[src/rtl/dmem_arbiter_pkg.sv]
// Shared definitions for the data-memory arbiter: FSM state encoding,
// read-latency limits and the latency-to-counter conversion.
package dmem_arbiter_pkg;

  // Arbiter FSM states: idle (may issue), CPU read in flight, loader read in flight.
  typedef enum logic [1:0] {
    IDLE   = 2'd0,
    CPU_RD = 2'd1,
    LD_RD  = 2'd2
  } arb_state_t;

  // Largest supported memory read latency and the counter width it needs.
  localparam int RD_LAT_MAX = 4;
  localparam int CNT_W      = $clog2(RD_LAT_MAX);

  // Starting value of the read countdown; the counter reaches 0 in the
  // cycle the memory data becomes valid.
  function automatic logic [CNT_W-1:0] lat_to_cnt(input int lat);
    return CNT_W'(lat - 1);
  endfunction

endpackage

[src/rtl/dmem_arbiter_page_reg.sv]
// Data-memory page register: wrapping up/down counter with an update
// enable and a synchronous clear that dominates everything else.
module dmem_arbiter_page_reg #(
  parameter int W = 2
) (
  input  logic         clk,
  input  logic         rst_n,
  input  logic         en,
  input  logic         clr,
  input  logic         inc,
  input  logic         dec,
  output logic [W-1:0] page
);

  // Page update: clear wins, then a single inc or dec when enabled.
  // Modular arithmetic gives the max->0 and 0->max wrap for free.
  // NOTE: state registers use non-blocking assignments so every flop samples
  // the pre-edge values, independent of block ordering in simulation.
  always_ff @(posedge clk or negedge rst_n) begin
    if (!rst_n) begin
      page <= '0;
    end else if (clr) begin
      page <= '0;
    end else if (en && inc && !dec) begin
      page <= page + W'(1);
    end else if (en && dec && !inc) begin
      page <= page - W'(1);
    end
  end

endmodule

[src/rtl/dmem_arbiter.sv]
// Data-memory arbiter: shares the single-port data memory between the CPU
// load/store path and the init-time loader, owns the page register, forms
// {page, offset} addresses and stalls the CPU until load data returns.
module dmem_arbiter
  import dmem_arbiter_pkg::*;
#(
  parameter int DATA_W = 8,
  parameter int PAGE_W = 2,
  parameter int OFF_W  = 6,
  parameter int RD_LAT = 1
) (
  input  logic                    clk,
  input  logic                    rst_n,
  input  logic                    init,
  // CPU side
  input  logic                    cpu_rd,
  input  logic                    cpu_wr,
  input  logic [OFF_W-1:0]        cpu_off,
  input  logic [DATA_W-1:0]       cpu_wdata,
  input  logic                    inc_page,
  input  logic                    dec_page,
  output logic [DATA_W-1:0]       cpu_rdata,
  output logic                    cpu_rvalid,
  output logic                    cpu_stall,
  output logic [PAGE_W-1:0]       page,
  // Loader side
  input  logic                    ld_req,
  input  logic                    ld_we,
  input  logic [PAGE_W+OFF_W-1:0] ld_addr,
  input  logic [DATA_W-1:0]       ld_wdata,
  output logic                    ld_gnt,
  output logic                    ld_rvalid,
  output logic [DATA_W-1:0]       ld_rdata,
  // Memory side
  output logic                    mem_en,
  output logic                    mem_we,
  output logic [PAGE_W+OFF_W-1:0] mem_addr,
  output logic [DATA_W-1:0]       mem_wdata,
  input  logic [DATA_W-1:0]       mem_rdata
);

  arb_state_t       state_q, state_d;
  logic [CNT_W-1:0] cnt_q, cnt_d;
  logic             cpu_req;
  logic             page_en;

  // The CPU only competes for the memory when the loader does not own it.
  assign cpu_req = !init && (cpu_rd || cpu_wr);

  // Page moves only when the CPU actually advances; init pins it to page 0.
  assign page_en = !cpu_stall && !init;

  dmem_arbiter_page_reg #(
    .W (PAGE_W)
  ) u_page_reg (
    .clk   (clk),
    .rst_n (rst_n),
    .en    (page_en),
    .clr   (init),
    .inc   (inc_page),
    .dec   (dec_page),
    .page  (page)
  );

  // FSM state and read-latency countdown registers.
  always_ff @(posedge clk or negedge rst_n) begin
    if (!rst_n) begin
      state_q <= IDLE;
      cnt_q   <= '0;
    end else begin
      state_q <= state_d;
      cnt_q   <= cnt_d;
    end
  end

  // Next-state, issue mux and handshake outputs.
  // NOTE: every signal written here gets a default before any branch, so no
  // path leaves a value unassigned and no latch is inferred.
  always_comb begin
    state_d    = state_q;
    cnt_d      = cnt_q;
    mem_en     = 1'b0;
    mem_we     = 1'b0;
    mem_addr   = '0;
    mem_wdata  = '0;
    cpu_stall  = 1'b0;
    cpu_rvalid = 1'b0;
    cpu_rdata  = '0;
    ld_gnt     = 1'b0;
    ld_rvalid  = 1'b0;
    ld_rdata   = '0;

    // Outputs stay at 0 for as long as reset is held, whatever the inputs do.
    if (rst_n) begin
      case (state_q)
        IDLE: begin
          if (cpu_req) begin
            // CPU wins any conflict; a simultaneous rd/wr resolves to write.
            mem_en   = 1'b1;
            mem_addr = {page, cpu_off};
            if (cpu_wr) begin
              mem_we    = 1'b1;
              mem_wdata = cpu_wdata;
            end else begin
              cpu_stall = 1'b1;
              cnt_d     = lat_to_cnt(RD_LAT);
              state_d   = CPU_RD;
            end
          end else if (ld_req) begin
            mem_en   = 1'b1;
            mem_we   = ld_we;
            mem_addr = ld_addr;
            ld_gnt   = 1'b1;
            if (ld_we) begin
              mem_wdata = ld_wdata;
            end else begin
              cnt_d   = lat_to_cnt(RD_LAT);
              state_d = LD_RD;
            end
          end
        end

        CPU_RD: begin
          // The completion cycle issues nothing: it is the bubble after a read.
          if (cnt_q != '0) begin
            cpu_stall = 1'b1;
            cnt_d     = cnt_q - CNT_W'(1);
          end else begin
            cpu_rvalid = 1'b1;
            cpu_rdata  = mem_rdata;
            state_d    = IDLE;
          end
        end

        LD_RD: begin
          // A CPU access arriving while the loader read is in flight must wait.
          cpu_stall = cpu_req;
          if (cnt_q != '0) begin
            cnt_d = cnt_q - CNT_W'(1);
          end else begin
            ld_rvalid = 1'b1;
            ld_rdata  = mem_rdata;
            state_d   = IDLE;
          end
        end

        default: begin
          state_d = IDLE;
          cnt_d   = '0;
        end
      endcase
    end
  end

  // The control decoder never asserts load and store together.
  a_no_cpu_rd_wr: assert property (
    @(posedge clk) disable iff (!rst_n) !(cpu_rd && cpu_wr && !init)
  );

  // The countdown counter is sized for latencies 1..RD_LAT_MAX only.
  a_rd_lat_range: assert property (
    @(posedge clk) disable iff (!rst_n) (RD_LAT >= 1) && (RD_LAT <= RD_LAT_MAX)
  );

endmodule
[config.mk]
export PLATFORM = sky130hd
export DESIGN_NAME = dmem_arbiter
export DESIGN_NICKNAME = d
export VERILOG_FILES = /design/src/rtl/dmem_arbiter_pkg.sv /design/src/rtl/dmem_arbiter_page_reg.sv /design/src/rtl/dmem_arbiter.sv
export SDC_FILE = /design/constraint.sdc
export NUM_CORES = 1
export LEC_CHECK = 0
export ABC_AREA = 1
export CAP_MARGIN = 20
export CORE_MARGIN = 4
export CORE_UTILIZATION = 32
export DETAILED_ROUTE_END_ITERATION = 6
export PLACE_DENSITY = 0.86
export SYNTH_ARGS = -nofsm -noshare
export SYNTH_HDL_FRONTEND = slang
export SYNTH_SLANG_ARGS = --single-unit
[constraint.sdc]
create_clock -name clk -period 4.3 [get_ports clk]
set_input_delay 1.29 -clock clk [delete_from_list [all_inputs] [get_ports clk]]
set_output_delay 1.29 -clock clk [all_outputs]
set_load 0.01 [all_outputs]
### Word level (Yosys, flattened, before mapping)

Index checks and enable logic that the tools add are counted.

* word-level logic and storage cells: 82
* register bits after elaboration: 6
* output and inout port bits: 40
* input port bits: 47

* add/subtract/negate cells: 3
* reduce and logical (&&, ||, !) cells: 17
* equal/unequal tests: 7
* muxes and demuxes: 52

Operator list (number)
* two-way mux 8 bit: 15
* two-way mux 2 bit: 13
* two-way mux 1 bit: 21
* AND reduction 5 bit: 2
* inequality test 3 bit, second input constant: 3
* case mux 2 bit (2 select lines): 2
* logical AND 1 bit: 6
* logical NOT 1 bit: 4
* subtractor 2 x 1 -> 2 bit, second input constant: 2
* case mux 1 bit (3 select lines): 1
* nonzero test 3 bit: 1
* adder 2 x 1 -> 2 bit, second input constant: 1
* equality test 2 x 1 -> 1 bit, second input constant: 1
* equality test 2 bit, second input constant: 1
* logical NOT 2 bit: 1
* inequality test 2 x 1 -> 1 bit, second input constant: 1
* inequality test 2 bit, second input constant: 1
* nonzero test 2 bit: 1
* OR reduction 2 bit: 1
* logical OR 1 bit: 1

### Depth between registers and ports, before layout

* word-level depth: 12
* depth in mapped cells: 10
* gate-level depth less buffers: 10

### Hierarchy

Synthesis repeated with hierarchy kept, for this count alone.

* cells, all modules: 170
* area, all modules: 1047.3 um^2

By module, submodules not included
* dmem_arbiter: instances 1, seq. area each 100.1 um^2, area an instance 904.6 um^2, cells an instance 147
* dmem_arbiter_page_reg: instances 1, seq. area each 50.0 um^2, area an instance 142.6 um^2, cells an instance 23

### Worst setup path after synthesis

Ideal clock, no wire load.

* path type: in2out
* from: input port init
* to: output port mem_wdata[0]
* path buffers: 1
* arrival time: 2.081 ns
* cell stages on the path: 9
* setup slack: 0.929 ns
* data required time: 3.010 ns
* path through: inv_2 nand2_4 o21ai_2 buf_6 inv_6 nand2_4 nor2_8 a22oi_1 nor2_1

* cells in the longest elaborated chain, start to end: 5

Ends and longest elaborated chain
* from (decl): line dmem_arbiter.sv:14 `input logic init,`
* logical NOT 1 bit: line dmem_arbiter.sv:48 `assign cpu_req = !init && (cpu_rd || cpu_wr);`
* logical AND 1 bit: line dmem_arbiter.sv:48
* two-way mux 8 bit: line dmem_arbiter.sv:97 `if (cpu_req) begin`
* two-way mux 8 bit: line dmem_arbiter.sv:95 `case (state_q)`
* two-way mux 8 bit: line dmem_arbiter.sv:94 `if (rst_n) begin`
* to (decl): line dmem_arbiter.sv:38 `output logic [DATA_W-1:0] mem_wdata,`

Every way passes these cells.

### Worst setup path after layout

* from: input port init
* to: output port ld_gnt

* cells in the longest elaborated chain, start to end: 5

Ends and longest elaborated chain
* logical NOT 1 bit: line dmem_arbiter.sv:48
* logical AND 1 bit: line dmem_arbiter.sv:48
* two-way mux 1 bit: line dmem_arbiter.sv:97
* two-way mux 1 bit: line dmem_arbiter.sv:95
* two-way mux 1 bit: line dmem_arbiter.sv:94
* to (decl): line dmem_arbiter.sv:31 `output logic ld_gnt,`

Every way passes these cells.

==> impl_results.md <==
* # nets final at 295
* Leakage at 0.9908 nW
* Crit path capture type: output port
* Share of the synthesized area in the top cell type at 17.05%
* Sequential area share after synthesis at 17.05%
* Final Non-Filler Cells at 271
* Placed cell area at 1814 um^2
* Syn_nets at 199
* RSZ-0062 raised after global routing: false
* Number of max-cap violations at 0
* Ys Warns at 0
* Fin Clk Skew at 0.3924 ps
* CTS sink count at 6
* Mapped Area at 880.8 um^2
* Clock buffer depth at 2
* Largest cells by area after synthesis: dfrtp_1 17%, nor2_1 15%, nand2_1 13%
* Achievable frequency at 0.2393 GHz
* Vias at 1250
* Place WS at -60.73 ps
* Initial antenna violation count at 0
* I/O pins at 87
* Die Span X at 60.47 um
* H-tree Lvls at 1
* Status: finished clean
* Max VDD drop at 0.0003466 V
* Drt pass-1 iters at 4
* Remaining DRCs at 0
* Routed Antenna Nets at 0
* Register bit total from synthesis at 6
* Die span in y at 60.47 um
* Cts hold-fix bufs at 0
* CP Max Fanout at 8
* Iteration-0 DRC Markers at 83
* Reg clk slew, reported paths at 40 ps
* CTS tree: built
* Crit Path Category: input port to output port
* Final hold vios at 0
* Antenna diodes at 0
* Final min period at 4180 ps
* Initial Util at 34.61%
* Worst path required time at 3010 ps
* Clk Latency, worst-skew pair at 240 ps
* Global-route wire length before repair at 5257 um
* Synth Instances at 147
* Area delta synth->final at 111.2%
* Vias in the first global route at 1208
* Distinct cells, synth at 21
* Port buffer count at 86
* Power Dens Cells at 297.9 nW/um^2
* Tot Pwr at 554.3 uW
* Core area at 2545 um^2
* TritonCTS Buffers at 3
* HPWL Detailed at 2725 um
* HP Class: flip-flop to flip-flop
* Post-layout util at 73.11%
* Pins over their slew limit at 0
* Layout cell share with drive strength beyond 1 at 8.714%
* GRT Total Usage at 18.17%
* Tightest Pin Transition at 273.3 ps
* Drt wl/cell at 12.14 um
* Grt ovf at 0
* Yosys top cell by area: dfrtp_1
* Num rows at 18
* Avg Synthesized Cell Area at 5.992 um^2
* Rel. slew slack at 81.78%
* Final instance area at 1861 um^2
* Final setup margin at 120.3 ps
* Routed WL at 3289 um
* Inst Count DP at 266
* Critical Path Start Type: input port
* Setup violators final at 0
* Clock root buffer: clkbuf_4
* GPL Wtd Cong at 0.7975
* Tcrit/Tclk final at 97.20%
* Critical path arrival at 2890 ps
* Die area at 3656 um^2
* Largest net degree at the start of global routing at 20
* Via density at 4.613
[sequential cells by signal, indices dropped and copies added (netlist names)]
name / cells
state_q: 2
u_page_reg.page: 2
cnt_q: 2
[synth_stat cells (all sizes together)]
cell / number
o31ai: 1
xor2: 1
xnor2: 2
nand2: 33
inv: 26
buf: 1
dfrtp: 6
ha: 5
o21ai: 8
nand3b: 1
nor2: 37
nand4: 5
nand3: 8
clkbuf: 1
a21oi: 4
a22oi: 8
[per-stage QoR]
step / hold WS [ps] / setup TNS (ps)
2_1_floorplan: 441.9 / 0
5_1_grt: 512.1 / 0
3_3_place_gp: 456.7 / -369.8
6_report: 474.3 / 0
4_1_cts: 483.9 / 0
3_5_place_dp: 473.0 / -380.2
[worst max-delay path: stages]
cell,delay [ps]
clkdlybuf4s50_1,540
inv_2,70
nand2_4,70
o21ai_4,80
inv_6,70
nand2_4,80
nor2_8,140
clkdlybuf4s50_1,550
[area by class of cell]
| cell class | instances | area (um^2) |
|---|---|---|
| clock buffer | 3 | 22.52 |
| fill | 202 | 684.4 |
| inverter | 26 | 102.6 |
| multi-input combinational | 113 | 630.6 |
| sequential | 6 | 150.1 |
| tap | 30 | 37.54 |
| timing repair buffer | 93 | 917.1 |
[what timing repair did]
item	4_1_cts	5_1_grt
setup buffers	0	2
resized for setup	18	5
gates cloned	0	0
pin swaps	0	1
endpoints found under the setup margin	18	11
[routing by layer]
metal	routed length (um)	vias to the layer above	share of wire, %	track usage (%)
li1	-	659	-	-
met4	0	0	0	0
met2	1732	42	53	33.95
met3	255	0	7.8	4.681
met1	1302	549	40	22.37
met5	0	-	0	0
[cell usage in the layout (no fill, tap or decap), drive strengths merged]
master          n
buf             7
nand3b          1
inv            26
nor2           37
nand2          33
dlygate4sd2    16
nand3           8
a22oi           8
a21oi           4
xnor2           2
dfrtp           6
clkbuf          3
dlymetal6s2s    3
nand4           5
xor2            1
clkdlybuf4s50  67
o31ai           1
o21ai           8
ha              5
[final timing paths]
check | start | to | slack, ps | cells after the start
setup / recovery | init | ld_gnt | 120 | 8
hold / removal | cnt_q[1]$_DFFE_PN0P_ | cnt_q[1]$_DFFE_PN0P_ | 470 | 2
setup reg to reg | state_q[0]$_DFFE_PN0P_ | state_q[1]$_DFFE_PN0P_ | 2840 | 6
hold reg to reg | cnt_q[1]$_DFFE_PN0P_ | cnt_q[1]$_DFFE_PN0P_ | 470 | 2
max in group asynchronous | rst_n | state_q[1]$_DFFE_PN0P_ | 2770 | 2
min in group asynchronous | rst_n | state_q[0]$_DFFE_PN0P_ | 1390 | 2
[kinds of logic after synthesis]
logic type	synth area share [%]
adders and majority gates	7.102
buffers and inverters	13.35
DFF	17.05
and+or+nand+nor	44.18
xor gates and xnor gates	2.983
AOI/OAI and AO/OA	15.34
[power by group]
group	switching (mW)	internal (mW)	total [mW]
clock network	0.0205	0.0316	0.0520
logic	0.209	0.198	0.407
registers	0.0189	0.0759	0.0948
total	0.249	0.305	0.554
Note: power is estimated with default switching activity, not from simulation.
